File: src/rtl/apb3_cmd_master_pkg.sv
// apb3_cmd_pkg: shared types for the APB3 command master.
//   state_e  - master FSM states
//   cmd_t    - queued command {write, addr, wdata, expdata, mask}
//   rsp_t    - captured per-transaction response
// Structs are sized to the widest supported bus (MAX_AW / MAX_DW). The
// module zero-extends narrower buses into them, so the unused upper bits
// are constant zero and drop out in synthesis.
package apb3_cmd_pkg;

    localparam int MAX_AW    = 32;
    localparam int MAX_DW    = 64;
    localparam int ERR_CNT_W = 16;

    typedef enum logic [1:0] {
        ST_IDLE,
        ST_SETUP,
        ST_ACCESS,
        ST_RESP
    } state_e;

    typedef struct packed {
        logic              write;
        logic [MAX_AW-1:0] addr;
        logic [MAX_DW-1:0] wdata;
        logic [MAX_DW-1:0] expdata;  // "expect" is a keyword
        logic [MAX_DW-1:0] mask;
    } cmd_t;

    typedef struct packed {
        logic [MAX_DW-1:0] rdata;
        logic              slverr;
        logic              mismatch;
        logic              timeout;
    } rsp_t;

    // Compare only the bits selected by mask.
    function automatic logic is_mismatch(input logic [MAX_DW-1:0] rdata,
                                         input logic [MAX_DW-1:0] expdata,
                                         input logic [MAX_DW-1:0] mask);
        return |((rdata ^ expdata) & mask);
    endfunction

endpackage

File: src/rtl/apb3_cmd_master_if.sv
// apb3_cmd_master_if: command, response, status and APB3 bus signals of
// the command master.
//   modport master - the command master (drives APB, consumes commands)
//   modport slave  - the environment (issues commands, models the APB slave)
interface apb3_cmd_master_if #(
    parameter int APB_AW = 8,
    parameter int APB_DW = 32
);
    // command channel
    logic              i_cmd_valid;
    logic              o_cmd_ready;
    logic              i_cmd_write;
    logic [APB_AW-1:0] i_cmd_addr;
    logic [APB_DW-1:0] i_cmd_wdata;
    logic [APB_DW-1:0] i_cmd_expect;
    logic [APB_DW-1:0] i_cmd_mask;
    // response channel
    logic              o_rsp_valid;
    logic              i_rsp_ready;
    logic [APB_DW-1:0] o_rsp_rdata;
    logic              o_rsp_slverr;
    logic              o_rsp_mismatch;
    logic              o_rsp_timeout;
    // status
    logic [15:0]       o_err_cnt;
    logic              o_busy;
    // APB3
    logic [APB_AW-1:0] o_paddr;
    logic [APB_DW-1:0] o_pwdata;
    logic              o_pwrite;
    logic              o_psel;
    logic              o_penable;
    logic [APB_DW-1:0] i_prdata;
    logic              i_pready;
    logic              i_pslverr;

    modport master (
        input  i_cmd_valid, i_cmd_write, i_cmd_addr, i_cmd_wdata, i_cmd_expect, i_cmd_mask,
        input  i_rsp_ready, i_prdata, i_pready, i_pslverr,
        output o_cmd_ready, o_rsp_valid, o_rsp_rdata, o_rsp_slverr, o_rsp_mismatch,
        output o_rsp_timeout, o_err_cnt, o_busy,
        output o_paddr, o_pwdata, o_pwrite, o_psel, o_penable
    );

    modport slave (
        output i_cmd_valid, i_cmd_write, i_cmd_addr, i_cmd_wdata, i_cmd_expect, i_cmd_mask,
        output i_rsp_ready, i_prdata, i_pready, i_pslverr,
        input  o_cmd_ready, o_rsp_valid, o_rsp_rdata, o_rsp_slverr, o_rsp_mismatch,
        input  o_rsp_timeout, o_err_cnt, o_busy,
        input  o_paddr, o_pwdata, o_pwrite, o_psel, o_penable
    );
endinterface

File: src/rtl/apb3_cmd_master_sync_fifo.sv
// sync_fifo: single-clock FIFO with full/empty flags.
//   clk, rst        - clock, synchronous active-high reset (empties the FIFO)
//   wr_en, wr_data  - push; taken when not full, or when full and a pop
//                     frees a slot in the same cycle
//   rd_en, rd_data  - pop; rd_data shows the head entry (show-ahead)
//   full, empty     - occupancy flags
// Pointers carry one extra wrap bit so full and empty are distinguishable.
module sync_fifo #(
    parameter int WIDTH = 8,
    parameter int DEPTH = 4
) (
    input  logic             clk,
    input  logic             rst,
    input  logic             wr_en,
    input  logic [WIDTH-1:0] wr_data,
    input  logic             rd_en,
    output logic [WIDTH-1:0] rd_data,
    output logic             full,
    output logic             empty
);
    localparam int AW = $clog2(DEPTH);

    logic [WIDTH-1:0] mem [DEPTH];
    logic [AW:0]      wr_ptr;
    logic [AW:0]      rd_ptr;
    logic             do_wr;
    logic             do_rd;

    assign empty   = (wr_ptr == rd_ptr);
    assign full    = (wr_ptr[AW] != rd_ptr[AW]) && (wr_ptr[AW-1:0] == rd_ptr[AW-1:0]);
    assign do_rd   = rd_en && !empty;
    assign do_wr   = wr_en && (!full || do_rd);
    assign rd_data = mem[rd_ptr[AW-1:0]];

    always_ff @(posedge clk) begin
        if (rst) begin
            wr_ptr <= '0;
            rd_ptr <= '0;
        end else begin
            if (do_wr) wr_ptr <= wr_ptr + 1'b1;
            if (do_rd) rd_ptr <= rd_ptr + 1'b1;
        end
    end

    always_ff @(posedge clk) begin
        if (do_wr) mem[wr_ptr[AW-1:0]] <= wr_data;
    end

endmodule

File: src/rtl/apb3_cmd_master.sv
// apb3_cmd_master: queues read/write commands and replays them as APB3
// transfers, returning one response per command.
//   i_clk, i_rst - clock, synchronous active-high reset
//   bus.i_cmd_* / o_cmd_ready   - command push (write, addr, wdata, expect, mask)
//   bus.o_rsp_* / i_rsp_ready   - response: rdata (0 for writes), slverr,
//                                 mismatch (masked read compare), timeout
//   bus.o_err_cnt               - saturating count of failed responses
//   bus.o_busy                  - queue non-empty or a transfer in flight
//   bus.o_p* / i_p*             - APB3 master port
module apb3_cmd_master
    import apb3_cmd_pkg::*;
#(
    parameter int APB_AW    = 8,
    parameter int APB_DW    = 32,
    parameter int CMD_DEPTH = 4,
    parameter int TIMEOUT   = 256
) (
    input  logic              i_clk,
    input  logic              i_rst,
    apb3_cmd_master_if.master bus
);
    localparam int CMD_W  = $bits(cmd_t);
    localparam int WAIT_W = $clog2(TIMEOUT + 1);

    state_e              state, state_nxt;
    cmd_t                cmd_in, cmd_head, work;
    rsp_t                rsp, rsp_cap;
    logic [WAIT_W-1:0]   wait_cnt;
    logic [ERR_CNT_W-1:0] err_cnt;
    logic                fifo_full, fifo_empty;
    logic                push, pop;
    logic                wait_hit;
    logic                rsp_hs;
    logic                unused_wide;

    // ---------------- command queue ----------------
    assign push = bus.i_cmd_valid && !fifo_full;

    always_comb begin
        cmd_in         = '0;
        cmd_in.write   = bus.i_cmd_write;
        cmd_in.addr    = MAX_AW'(bus.i_cmd_addr);
        cmd_in.wdata   = MAX_DW'(bus.i_cmd_wdata);
        cmd_in.expdata = MAX_DW'(bus.i_cmd_expect);
        cmd_in.mask    = MAX_DW'(bus.i_cmd_mask);
    end

    sync_fifo #(
        .WIDTH (CMD_W),
        .DEPTH (CMD_DEPTH)
    ) u_fifo (
        .clk     (i_clk),
        .rst     (i_rst),
        .wr_en   (push),
        .wr_data (cmd_in),
        .rd_en   (pop),
        .rd_data (cmd_head),
        .full    (fifo_full),
        .empty   (fifo_empty)
    );

    // ---------------- FSM ----------------
    // wait_cnt counts completed ACCESS cycles, so the hit fires on the
    // TIMEOUT-th ACCESS cycle without PREADY.
    assign wait_hit = (wait_cnt == WAIT_W'(TIMEOUT - 1));
    assign rsp_hs   = (state == ST_RESP) && bus.i_rsp_ready;

    always_comb begin
        state_nxt = state;
        pop       = 1'b0;
        unique case (state)
            ST_IDLE: begin
                if (!fifo_empty) begin
                    state_nxt = ST_SETUP;
                    pop       = 1'b1;
                end
            end
            ST_SETUP:  state_nxt = ST_ACCESS;
            ST_ACCESS: if (bus.i_pready || wait_hit) state_nxt = ST_RESP;
            ST_RESP:   if (bus.i_rsp_ready) state_nxt = ST_IDLE;
            default:   state_nxt = ST_IDLE;
        endcase
    end

    // Response as it would be captured on this ACCESS cycle.
    always_comb begin
        rsp_cap = '0;
        if (bus.i_pready) begin
            rsp_cap.slverr = bus.i_pslverr;
            if (!work.write) begin
                rsp_cap.rdata    = MAX_DW'(bus.i_prdata);
                rsp_cap.mismatch = is_mismatch(rsp_cap.rdata, work.expdata, work.mask);
            end
        end else begin
            rsp_cap.timeout = 1'b1;
        end
    end

    always_ff @(posedge i_clk) begin
        if (i_rst) begin
            state    <= ST_IDLE;
            work     <= '0;
            rsp      <= '0;
            wait_cnt <= '0;
            err_cnt  <= '0;
        end else begin
            state <= state_nxt;
            // pop coincides with SETUP entry: load the command, clear the wait
            if (pop) begin
                work     <= cmd_head;
                wait_cnt <= '0;
            end
            if (state == ST_ACCESS) begin
                if (state_nxt == ST_RESP) rsp <= rsp_cap;
                else                      wait_cnt <= wait_cnt + 1'b1;
            end
            if (rsp_hs && (rsp.slverr || rsp.mismatch || rsp.timeout) && !(&err_cnt))
                err_cnt <= err_cnt + 1'b1;
        end
    end

    // ---------------- outputs ----------------
    assign bus.o_cmd_ready    = !fifo_full;
    assign bus.o_busy         = !fifo_empty || (state != ST_IDLE);
    assign bus.o_psel         = (state == ST_SETUP) || (state == ST_ACCESS);
    assign bus.o_penable      = (state == ST_ACCESS);
    assign bus.o_paddr        = work.addr[APB_AW-1:0];
    assign bus.o_pwdata       = work.wdata[APB_DW-1:0];
    assign bus.o_pwrite       = work.write;
    assign bus.o_rsp_valid    = (state == ST_RESP);
    assign bus.o_rsp_rdata    = rsp.rdata[APB_DW-1:0];
    assign bus.o_rsp_slverr   = rsp.slverr;
    assign bus.o_rsp_mismatch = rsp.mismatch;
    assign bus.o_rsp_timeout  = rsp.timeout;
    assign bus.o_err_cnt      = err_cnt;

    // Bits above the configured bus widths are always zero.
    assign unused_wide = ^{work, rsp};

endmodule

File: src/flat_wrapper.sv
// flat-port wrapper written by rule: the top's interface ports become plain ports
module apb3_cmd_master_flat import apb3_cmd_pkg::*;
#(
    parameter int APB_AW    = 8,
    parameter int APB_DW    = 32,
    parameter int CMD_DEPTH = 4,
    parameter int TIMEOUT   = 256
)
  (i_clk, i_rst, bus_i_cmd_valid, bus_i_cmd_write, bus_i_cmd_addr, bus_i_cmd_wdata, bus_i_cmd_expect, bus_i_cmd_mask, bus_i_rsp_ready, bus_i_prdata, bus_i_pready, bus_i_pslverr, bus_o_cmd_ready, bus_o_rsp_valid, bus_o_rsp_rdata, bus_o_rsp_slverr, bus_o_rsp_mismatch, bus_o_rsp_timeout, bus_o_err_cnt, bus_o_busy, bus_o_paddr, bus_o_pwdata, bus_o_pwrite, bus_o_psel, bus_o_penable);
  apb3_cmd_master_if #(.APB_AW(APB_AW), .APB_DW(APB_DW)) bus_i ();
  input  logic i_clk;
  input  logic i_rst;
  input wire logic [$bits(bus_i.i_cmd_valid)-1:0] bus_i_cmd_valid;
  input wire logic [$bits(bus_i.i_cmd_write)-1:0] bus_i_cmd_write;
  input wire logic [$bits(bus_i.i_cmd_addr)-1:0] bus_i_cmd_addr;
  input wire logic [$bits(bus_i.i_cmd_wdata)-1:0] bus_i_cmd_wdata;
  input wire logic [$bits(bus_i.i_cmd_expect)-1:0] bus_i_cmd_expect;
  input wire logic [$bits(bus_i.i_cmd_mask)-1:0] bus_i_cmd_mask;
  input wire logic [$bits(bus_i.i_rsp_ready)-1:0] bus_i_rsp_ready;
  input wire logic [$bits(bus_i.i_prdata)-1:0] bus_i_prdata;
  input wire logic [$bits(bus_i.i_pready)-1:0] bus_i_pready;
  input wire logic [$bits(bus_i.i_pslverr)-1:0] bus_i_pslverr;
  output wire logic [$bits(bus_i.o_cmd_ready)-1:0] bus_o_cmd_ready;
  output wire logic [$bits(bus_i.o_rsp_valid)-1:0] bus_o_rsp_valid;
  output wire logic [$bits(bus_i.o_rsp_rdata)-1:0] bus_o_rsp_rdata;
  output wire logic [$bits(bus_i.o_rsp_slverr)-1:0] bus_o_rsp_slverr;
  output wire logic [$bits(bus_i.o_rsp_mismatch)-1:0] bus_o_rsp_mismatch;
  output wire logic [$bits(bus_i.o_rsp_timeout)-1:0] bus_o_rsp_timeout;
  output wire logic [$bits(bus_i.o_err_cnt)-1:0] bus_o_err_cnt;
  output wire logic [$bits(bus_i.o_busy)-1:0] bus_o_busy;
  output wire logic [$bits(bus_i.o_paddr)-1:0] bus_o_paddr;
  output wire logic [$bits(bus_i.o_pwdata)-1:0] bus_o_pwdata;
  output wire logic [$bits(bus_i.o_pwrite)-1:0] bus_o_pwrite;
  output wire logic [$bits(bus_i.o_psel)-1:0] bus_o_psel;
  output wire logic [$bits(bus_i.o_penable)-1:0] bus_o_penable;
  assign bus_i.i_cmd_valid = bus_i_cmd_valid;
  assign bus_i.i_cmd_write = bus_i_cmd_write;
  assign bus_i.i_cmd_addr = bus_i_cmd_addr;
  assign bus_i.i_cmd_wdata = bus_i_cmd_wdata;
  assign bus_i.i_cmd_expect = bus_i_cmd_expect;
  assign bus_i.i_cmd_mask = bus_i_cmd_mask;
  assign bus_i.i_rsp_ready = bus_i_rsp_ready;
  assign bus_i.i_prdata = bus_i_prdata;
  assign bus_i.i_pready = bus_i_pready;
  assign bus_i.i_pslverr = bus_i_pslverr;
  assign bus_o_cmd_ready = bus_i.o_cmd_ready;
  assign bus_o_rsp_valid = bus_i.o_rsp_valid;
  assign bus_o_rsp_rdata = bus_i.o_rsp_rdata;
  assign bus_o_rsp_slverr = bus_i.o_rsp_slverr;
  assign bus_o_rsp_mismatch = bus_i.o_rsp_mismatch;
  assign bus_o_rsp_timeout = bus_i.o_rsp_timeout;
  assign bus_o_err_cnt = bus_i.o_err_cnt;
  assign bus_o_busy = bus_i.o_busy;
  assign bus_o_paddr = bus_i.o_paddr;
  assign bus_o_pwdata = bus_i.o_pwdata;
  assign bus_o_pwrite = bus_i.o_pwrite;
  assign bus_o_psel = bus_i.o_psel;
  assign bus_o_penable = bus_i.o_penable;
  apb3_cmd_master #(.APB_AW(APB_AW), .APB_DW(APB_DW), .CMD_DEPTH(CMD_DEPTH), .TIMEOUT(TIMEOUT)) u_core (.i_clk(i_clk), .i_rst(i_rst), .bus(bus_i));
endmodule
File: config.mk
export PLATFORM = sky130hd
export DESIGN_NAME = apb3_cmd_master_flat
export DESIGN_NICKNAME = d
export VERILOG_FILES = /design/src/rtl/apb3_cmd_master_pkg.sv /design/src/rtl/apb3_cmd_master_if.sv /design/src/rtl/apb3_cmd_master_sync_fifo.sv /design/src/rtl/apb3_cmd_master.sv /design/src/flat_wrapper.sv
export SDC_FILE = /design/constraint.sdc
export NUM_CORES = 1
export LEC_CHECK = 0
export BUFFER_PORTS_ARGS = -buffer_cell sky130_fd_sc_hd__clkbuf_2
export CELL_PAD_IN_SITES_DETAIL_PLACEMENT = 2
export CELL_PAD_IN_SITES_GLOBAL_PLACEMENT = 2
export CORE_AREA = 2 2 247 249
export CTS_CLUSTER_SIZE = 20
export DETAILED_ROUTE_END_ITERATION = 10
export DIE_AREA = 0 0 249 251
export PLACE_DENSITY = 0.73
export SYNTH_ARGS = -nofsm -noshare
export SYNTH_HDL_FRONTEND = slang
export SYNTH_SLANG_ARGS = --single-unit
export TNS_END_PERCENT = 50
File: constraint.sdc
create_clock -name i_clk -period 4.35 [get_ports i_clk]
set_clock_uncertainty 0.2 [all_clocks]
set_input_delay 0.6525 -clock i_clk [delete_from_list [all_inputs] [get_ports i_clk]]
set_output_delay 0.6525 -clock i_clk [all_outputs]
set_load 0.01 [all_outputs]
==> summary.md <==
| Metric | Value |
|---|---|
| Outcome | complete, no violations |
| Critical-path top delay cell | o21a_1 |
| Complex-gate fraction of the synthesized area | 0.04849 |
| Latest clock arrival within the worst-skew pair | 600 ps |
| Design Area, Final | between 20,000 and 30,000 µm² |
| Fillcell total | approximately 5,700 |
| CTS H-tree lvls | 3 |
| Setup TNS | 0 ps |
| Vias | roughly 13,000 |
| Crit Path Max Fanout | 18 |
| Area after DPL | 24,320 µm² |
| Worst-margin pin slew | approximately 1100 ps |
| Hold Startpoint | bus_i_cmd_expect[29] |
| Sequential cell area | ~16,000 µm² |
| Crit path arrival time | 3430 ps |
| Layout cells sized above 1 | 0.2688 |
| Top FF cell, synth | edfxtp_1 |
| Wirelength, routed | approximately 65,000 µm |
| Overflow after GRT | 0 |
| VDD IR-drop max | 330.0 µV |
| I/O pin cnt | 240 |
| Fmax | roughly 320 MHz |
| Clock Sinks | ~590 |
| FFs w/ async S/R, synth | 0 |
| #FFs+latches synth | between 500 and 600 |
| Tmin final | between 3000 and 4000 ps |
| Clk root buf | clkbuf_16 |
| # port buffers | 239 |
| Distinct cells, synth | 40 |
| RSZ-0062 raised after global routing | no |
| Final ANT Viol Nets | 0 |
| Synth Area in Simple Gates | 0.07265 |
| YS warnings | 0 |
| Pre-antenna DRT Iters | 4 |
| Postcts setup bufs | 0 |
| CORE AREA | 59,790 µm² |
| Largest net degree at the start of global routing | 108 |
| Multi-input logic area | between 5000 and 6000 µm² |
| Placed insts | between 2,000 and 2,500 |
| Post-cts sizing count | 0 |
| Worst min path class | input pin to flip-flop |
| Die span in y | about 250 µm |
| First-pass GRT wire length | around 97,000 µm |
| Die X-Extent | ~250 µm |
| Initial antenna violation count | 13 |
| Cells after synthesis | 1,478 |
| Final nets | 1,844 |
| Post-synthesis sequential area ratio | 0.7153 |
| Main combinational cell family by area after synthesis | multiplexers |
| Critical Path, Cell by Cell | ha_1 > and3_1 > nand3_1 > nor2_1 > ha_1 > nor3_1 > nor2_1 > o21a_1 > buf_4 > nand3_1 > a21oi_1 |
| Detailed-route DRC error count | 0 |
| Critical Path RT | roughly 4600 ps |
| Number of placement rows | 90 |
| Finished Layout Cells | approximately 2,500 |
| Syn avg cell area | between 15 and 20 µm² |
| P per Cell Area | 609.1 nW/µm² |
| EDFF count, synth | between 400 and 500 |
| Longest Clk Path Bufs | 3 |
| Setup CP Type | flip-flop to flip-flop |
| Count of final hold-check violations | 0 |
| Synth Area in XOR/XNOR | 0.02104 |
| Routed len/inst | about 26 µm |
| Vias in the first global route | around 15,000 |
| Post-DP HPWL | 40,980 µm |
| Clock-pin slew on the worst setup and hold paths | about 60 ps |
| Fin crit share | 0.7207 |
| Iter 0 DRT Violations | slightly below 800 |
| Gr usage total | 0.2076 |
| Die area | between 60,000 and 70,000 µm² |
| TritonCTS clock tree | done |
| Static Leak | about 0.0091 µW |
| Syn Nets | roughly 1,600 |
| Worst setup path start | u_core.wait_cnt[1] |
| Max-Cap Viols | 0 |
| CP max stage delay | 720 ps |
| Slew headroom | 0.2558 |
| Area Overhead vs Synth | 17.38% |
| Post-synthesis mux area share | 0.1057 |
| Critical R2R Launch | u_core.wait_cnt[1] |
| Num CTS Buffers | between 60 and 70 |
| Fin. max-slew vios | 0 |
| Via density per instance | 5.253 |
| Global placement routability congestion | 0.7817 |
| Post-CTS Hold Buffers | 0 |
| Adder-cell area share of the yosys netlist | 0.007238 |
| # setup viols final | 0 |
| Post-synthesis cell area | 22,470 µm² |
| Critical path capture point type | flip-flop |
| Crit start category | flip-flop |
| Starting density of the core | 0.3759 |
## kinds of logic (layout without fill, tap and decap cells)
family	Yosys count	count (layout)
compound gates	196	196
xor+xnor	54	54
fa+ha+maj	13	13
buf+inv	128	391
flops	593	593
mux	106	106
other cells	0	3
simple gates	388	388
## cell usage after synthesis, drive strengths merged (4+ instances only)
| cell type | number | area share |
|---|---|---|
| edfxtp | 420 | 0.56 |
| nand2 | 263 | 0.044 |
| dfxtp | 173 | 0.15 |
| a21oi | 148 | 0.033 |
| mux4 | 105 | 0.11 |
| buf | 67 | 0.019 |
| clkbuf | 51 | 0.0085 |
| nand3 | 46 | 0.010 |
| xor2 | 39 | 0.015 |
| nor2 | 35 | 0.0058 |
| a22oi | 17 | 0.0057 |
| xnor2 | 15 | 0.0058 |
| ha | 13 | 0.0072 |
| nor3 | 13 | 0.0029 |
| inv | 10 | 0.0017 |
| o21ai | 10 | 0.0022 |
| nand4 | 8 | 0.0022 |
| a211oi | 6 | 0.0020 |
| nor4 | 6 | 0.0023 |
| nand3b | 5 | 0.0017 |
| a31oi | 4 | 0.0011 |
| and2 | 4 | 0.0011 |
## path summary, 6_finish.rpt
path | endpoint | slack [ps] | depth (start not counted)
hold / removal | u_core.u_fifo.mem[1][61] | 70 | 1
setup reg to reg | u_core.bus.o_rsp_rdata[25] | 1210 | 11
setup / recovery | u_core.bus.o_rsp_rdata[25] | 1210 | 11
hold reg to reg | u_core.bus.o_pwdata[4] | 250 | 2
## report_power, final
group          switching (µW)  leakage [µW]  internal, µW
sequential                393       0.00527          6710
clock                    2240       0.00101          3090
combinational            2320       0.00278          1320
## sequential cells by signal (all words and copies together) (netlist names), 2 cells and up
register	count
u_core.u_fifo.mem	420
u_core.work	64
u_core.bus.o_pwdata	32
u_core.bus.o_rsp_rdata	32
u_core.bus.o_err_cnt	16
u_core.wait_cnt	9
u_core.bus.o_paddr	8
u_core.u_fifo.rd_ptr	3
u_core.u_fifo.wr_ptr	3
u_core.state	2
## per-layer routing
layer / global-route usage / share of wire / up-vias
met3: 0.04970 / 0.054 / 102
li1: - / - / 5908
met2: 0.3500 / 0.50 / 319
met4: 0.07619 / 0.025 / 20
met1: 0.2613 / 0.42 / 6921
met5: 0 / 0.0020 / -
## critical path, delay by kind of cell, from the launching register on
family                   cells  cell delay, ps
adder cells (fa/ha/maj)      2             390
buffers and inverters        1             310
AO/OA/AOI/OAI                2             940
AND/OR/NAND/NOR              6             810
flip-flops                   1             380
## cell type report
class	instances	area share
flip-flops and latches	593	0.6097
multi-input cells	757	0.2183
clock buffers	96	0.06996
repair buffers	260	0.05535
well taps	782	0.03709
clock inverters	25	0.007921
inverters	10	0.001423
diodes	3	0.0002846
## placed cells by master (no fill, tap or decap), types with 5 or more instances in the layout
master,synthesis,final
edfxtp_1,420,420
nand2_1,263,262
clkbuf_2,0,238
dfxtp_1,173,171
a21oi_1,148,148
mux4_2,105,105
clkbuf_16,0,67
nand3_1,46,46
xor2_1,39,39
nor2_1,35,35
clkbuf_1,51,23
a22oi_1,17,17
xnor2_1,15,15
nor3_1,13,13
ha_1,13,13
buf_4,44,13
inv_1,10,10
nand4_1,8,8
o21ai_0,8,8
clkinv_2,0,8
buf_12,0,8
clkinv_1,0,7
a211oi_1,6,6
clkbuf_8,0,6
nor4_1,5,5
nand3b_1,5,5
## per-stage QoR
step           utilization  setup WS [ps]  total power, µW  hold WS, ps
4_1_cts             0.4410           1181            16280        37.02
3_3_place_gp        0.4067           1309            10700        241.1
6_report            0.4412           1215            16070        69.25
3_5_place_dp        0.4067           1259            10880        248.4
5_1_grt             0.4411          992.7            16830        56.08
2_1_floorplan            -          105.7             9568        236.0
Note: power is estimated with default switching activity, not from simulation.
